[src/rtl/uart_rx_bit_timer.sv]
// Bit-period timer for the UART receive path: one mid-bit sample strobe and one
// end-of-bit shift strobe per bit, then a single-cycle packet_done pulse.
//
// state | meaning
// ------+-----------------------------------------------------------------
// IDLE  | counters held at 0; a high timer_enable latches the config and starts
// RUN   | cycle counter runs 1..P_l, bit counter advances on each bit end
// DONE  | last bit has ended; packet_done and final bit_count are issued
module uart_rx_bit_timer #(
    parameter int CNT_W = 14,
    parameter int BIT_W = 4
) (
    input  logic             clk,
    input  logic             rst,
    input  logic             timer_enable,
    input  logic [CNT_W-1:0] clks_per_bit,
    input  logic [BIT_W-1:0] bits_per_packet,
    output logic             sample_strobe,
    output logic             shift_strobe,
    output logic             packet_done,
    output logic [BIT_W-1:0] bit_count,
    output logic             busy
);

    typedef enum logic [1:0] {
        S_IDLE,
        S_RUN,
        S_DONE
    } state_t;

    state_t           state, state_nx;
    logic [CNT_W-1:0] cyc_cnt, cyc_cnt_nx;
    logic [CNT_W-1:0] per_l, per_l_nx;
    logic [CNT_W-1:0] half_l, half_l_nx;
    logic [BIT_W-1:0] bit_cnt, bit_cnt_nx;
    logic [BIT_W-1:0] bits_l, bits_l_nx;

    logic             sample_nx;
    logic             shift_nx;
    logic             done_nx;
    logic             busy_nx;
    logic [BIT_W-1:0] bit_count_nx;

    logic [CNT_W-1:0] per_clamp;
    logic [BIT_W-1:0] bits_clamp;

    // A period below 2 would put the sample point on top of the shift point.
    assign per_clamp  = (clks_per_bit < CNT_W'(2)) ? CNT_W'(2) : clks_per_bit;
    assign bits_clamp = (bits_per_packet == '0) ? BIT_W'(1) : bits_per_packet;

    // Outputs are computed from the next-cycle view and registered below, so
    // every output flop updates on the same edge as the state transition.
    always_comb begin
        state_nx     = state;
        cyc_cnt_nx   = cyc_cnt;
        bit_cnt_nx   = bit_cnt;
        per_l_nx     = per_l;
        half_l_nx    = half_l;
        bits_l_nx    = bits_l;
        sample_nx    = 1'b0;
        shift_nx     = 1'b0;
        done_nx      = 1'b0;
        busy_nx      = 1'b0;
        bit_count_nx = '0;

        case (state)
            S_IDLE: begin
                cyc_cnt_nx = '0;
                bit_cnt_nx = '0;
                if (timer_enable) begin
                    state_nx   = S_RUN;
                    per_l_nx   = per_clamp;
                    half_l_nx  = per_clamp >> 1;
                    bits_l_nx  = bits_clamp;
                    cyc_cnt_nx = CNT_W'(1);
                    busy_nx    = 1'b1;
                end
            end

            S_RUN: begin
                if (!timer_enable) begin
                    state_nx   = S_IDLE;
                    cyc_cnt_nx = '0;
                    bit_cnt_nx = '0;
                end else begin
                    busy_nx      = 1'b1;
                    bit_count_nx = bit_cnt;
                    sample_nx    = (cyc_cnt == half_l);
                    if (cyc_cnt == per_l) begin
                        shift_nx   = 1'b1;
                        cyc_cnt_nx = CNT_W'(1);
                        bit_cnt_nx = bit_cnt + BIT_W'(1);
                        if (bit_cnt == bits_l - BIT_W'(1)) begin
                            state_nx   = S_DONE;
                            cyc_cnt_nx = '0;
                        end
                    end else begin
                        cyc_cnt_nx = cyc_cnt + CNT_W'(1);
                    end
                end
            end

            S_DONE: begin
                state_nx     = S_IDLE;
                done_nx      = 1'b1;
                busy_nx      = 1'b1;
                bit_count_nx = bit_cnt;
                cyc_cnt_nx   = '0;
                bit_cnt_nx   = '0;
            end

            default: begin
                state_nx   = S_IDLE;
                cyc_cnt_nx = '0;
                bit_cnt_nx = '0;
            end
        endcase
    end

    always_ff @(posedge clk) begin
        if (rst) begin
            state         <= S_IDLE;
            cyc_cnt       <= '0;
            bit_cnt       <= '0;
            per_l         <= CNT_W'(2);
            half_l        <= CNT_W'(1);
            bits_l        <= BIT_W'(1);
            sample_strobe <= 1'b0;
            shift_strobe  <= 1'b0;
            packet_done   <= 1'b0;
            bit_count     <= '0;
            busy          <= 1'b0;
        end else begin
            state         <= state_nx;
            cyc_cnt       <= cyc_cnt_nx;
            bit_cnt       <= bit_cnt_nx;
            per_l         <= per_l_nx;
            half_l        <= half_l_nx;
            bits_l        <= bits_l_nx;
            sample_strobe <= sample_nx;
            shift_strobe  <= shift_nx;
            packet_done   <= done_nx;
            bit_count     <= bit_count_nx;
            busy          <= busy_nx;
        end
    end

endmodule
[config.mk]
export PLATFORM = sky130hd
export DESIGN_NAME = uart_rx_bit_timer
export DESIGN_NICKNAME = d
export VERILOG_FILES = /design/src/rtl/uart_rx_bit_timer.sv
export SDC_FILE = /design/constraint.sdc
export NUM_CORES = 1
export LEC_CHECK = 0
export CAP_MARGIN = 0
export CELL_PAD_IN_SITES_DETAIL_PLACEMENT = 0
export CELL_PAD_IN_SITES_GLOBAL_PLACEMENT = 1
export CORE_ASPECT_RATIO = 1.75
export CORE_MARGIN = 5
export CORE_UTILIZATION = 41
export DETAILED_ROUTE_END_ITERATION = 7
export PLACE_DENSITY = 0.82
export SYNTH_ARGS = -nofsm -noshare
export SYNTH_HDL_FRONTEND = slang
export SYNTH_SLANG_ARGS = --single-unit
export TNS_END_PERCENT = 20
[constraint.sdc]
create_clock -name clk -period 2.64 [get_ports clk]
set_input_delay 0.792 -clock clk [delete_from_list [all_inputs] [get_ports clk]]
set_output_delay 0.792 -clock clk [all_outputs]
set_load 0.05 [all_outputs]
==> impl_metrics.tcl <==
set metrics [dict create \
    status "complete, no violations" \
    via_per_inst 4.92 \
    drive_gt1_share_pct 6.29 \
    vdd_drop_max_uv 418 \
    hpwl_um 4030 \
    clk_latency_ps 290 \
    cp.required_ps 1850 \
    cts_hold_buf 0 \
    slowest_stage "clkdlybuf4s50_1" \
    remaining_drc_errors 0 \
    tns_ps 0 \
    seq_area_frac_synth_pct 41.3 \
    max_freq_mhz 451 \
    synthesis.area_um2 2230 \
    die_h_um 108 \
    coreArea_um2 5300 \
    r2r_cells 5 \
    clkTransAtPathRegs_ps 80 \
    wl_um 5060 \
    cts_tree "built" \
    dr.first_iter.drc_count 64 \
    ios 29 \
    dp_slack_ps 213 \
    die_area_um2 7070 \
    grt_pass1_wl_um 8220 \
    ys_types 36 \
    critPathMaxStageDelay_ps 810 \
    path_cells "clkdlybuf4s50_1" \
    antenna_found_initial 0 \
    critPathMaxFanout 1 \
    postPlaceCellArea_um2 2580 \
    finalCritPeriodShare_pct 84.0 \
    synthCells 257 \
    cts_num_sinks 46 \
    hp-start "per_l[0]" \
    htreeDepth 2 \
    crit_start "bit_count[1]" \
    layout_min_cycle_time_ps 2220 \
    slew_headroom_pct 62.6 \
    p_per_area_nw_per_um2 550 \
    async_flop_share_pct 0 \
    min_path_type "flip-flop to flip-flop" \
    ys_ff_latch 46 \
    final_cells 360 \
    final_cell_area_um2 2690 \
    cts_buffer_depth 2 \
    post_synth.cell_area_avg_um2 8.68 \
    arrival_ps 1430 \
    syn_to_final_growth_pct 20.5 \
    maxCapViolCount 0 \
    grt.overflow.total 0 \
    wl_per_cell_um 14.1 \
    critical_path_class "flip-flop to primary output" \
    root_buffer "clkbuf_8" \
    hold_viol 0 \
    dp.cells 352 \
    slew_violations 0 \
    fp.dieW_um 65.7 \
    cts_buffers 5 \
    cts.repair.resized 0 \
    reg2reg_from "cyc_cnt[5]" \
    worst_pin_slew_ps 561 \
    fillerInstances 520 \
    critical_path_depth 1 \
    place.gp.congestion 0.799 \
    setup_ws_ps 423 \
    num_vias 1771 \
    syn-num-nets 284 \
    rsz0062_at_grt "no" \
    track_usage_pct 15.3 \
    hold_depth 2 \
    cp-end-kind "primary output" \
    diodes 0 \
    drtPass1Iterations 5 \
    io_buffers 28 \
    grt_pass1_vias 1805 \
    synth_ff_type "dfxtp_1" \
    synth_edf_count 0 \
    postCtsSetupBuffers 0 \
    start_util_pct 42.1 \
    std_cell_rows 35 \
    critical_path_buf_inv_count 1 \
    leakage_nw 0.952 \
    ys_warn_count 0 \
    drtAntennaViolNets 0 \
    crit_family "buffers and inverters" \
    nNetsFinal 312 \
    fin_skew_ps 5.98 \
    finalSetupViolCount 0 \
    worstSetupStartpointType "flip-flop" \
    grt_max_degree 22 \
]
-- registers in the layout (all words and copies together) (netlist names) --
signal / flops
sample_strobe: 1
bit_count: 4
state: 2
bit_cnt: 4
bits_l: 4
packet_done: 1
shift_strobe: 1
busy: 1
per_l: 14
cyc_cnt: 14
-- synth_stat cells (all sizes together), types with 3 or more instances --
| cell type | n | area, um^2 |
|---|---|---|
| a21oi | 19 | 95.1 |
| and2 | 8 | 50.1 |
| buf | 6 | 43.8 |
| clkbuf | 8 | 30.0 |
| dfxtp | 46 | 921 |
| ha | 6 | 75.1 |
| inv | 7 | 26.3 |
| mux2i | 4 | 40.0 |
| nand2 | 40 | 150 |
| nand3 | 10 | 50.1 |
| nand4 | 10 | 62.6 |
| nor2 | 22 | 82.6 |
| nor3 | 3 | 20.0 |
| nor4 | 6 | 52.6 |
| xnor2 | 33 | 297 |
| xor2 | 13 | 114 |
-- logic make-up after synthesis --
logic type / synth area share (%)
and+or+nand+nor: 23.1
AOI/OAI and AO/OA: 7.07
muxes: 2.30
DFF: 41.3
adders and majority gates: 3.37
xor gates and xnor gates: 18.4
buffers and inverters: 4.49
-- power breakdown --
group	switching, mW	internal [mW]	total (mW)
clock network	0.229	0.283	0.513
logic	0.108	0.109	0.217
registers	0.0287	0.719	0.748
-- path summary, 6_finish.rpt --
path | slack, ps | to
worst max-delay path | 420 | bit_count[1]
worst min-delay path | 470 | per_l[0]
worst max register to register | 630 | cyc_cnt[12]
worst min register to register | 470 | per_l[0]
-- placed cells by master (no fill, tap or decap), drive strengths merged, types with 2 or more instances in the layout --
cell type	n
nor4	6
and3	2
buf	7
xor2	13
and2	8
a21oi	19
nand4	10
xnor2	33
nor3b	2
inv	7
mux2i	4
ha	6
nor3	3
dfxtp	46
nand3	10
clkbuf	7
nand2	40
clkdlybuf4s50	28
nand2b	2
nor2	22
-- stage by stage --
step | hold slack (ps) | total power, mW | util (%)
2_1_floorplan | 444 | 0.900 | -
3_3_place_gp | 461 | 0.982 | 48.7
3_5_place_dp | 462 | 0.984 | 48.7
4_1_cts | 472 | 1.49 | 50.7
5_1_grt | 492 | 1.54 | 50.7
6_report | 471 | 1.48 | 50.7
-- layer usage --
metal | track usage, % | part of all wire, % | up-vias
met4 | 8.01 | 3.0 | 0
met1 | 13.9 | 36 | 821
met5 | 0 | 0 | -
met2 | 29.9 | 57 | 35
met3 | 3.34 | 3.5 | 11
li1 | - | - | 904
-- layout make-up --
| type | instances | area (um^2) | area share, % |
|---|---|---|---|
| multi-input combinational | 190 | 1210 | 45.0 |
| sequential | 46 | 921 | 34.3 |
| timing repair buffer | 35 | 333 | 12.4 |
| tap | 74 | 92.6 | 3.45 |
| clock buffer | 7 | 76.3 | 2.84 |
| clock inverter | 1 | 30.0 | 1.12 |
| inverter | 7 | 26.3 | 0.978 |
Power figures use the tool's default switching activity.
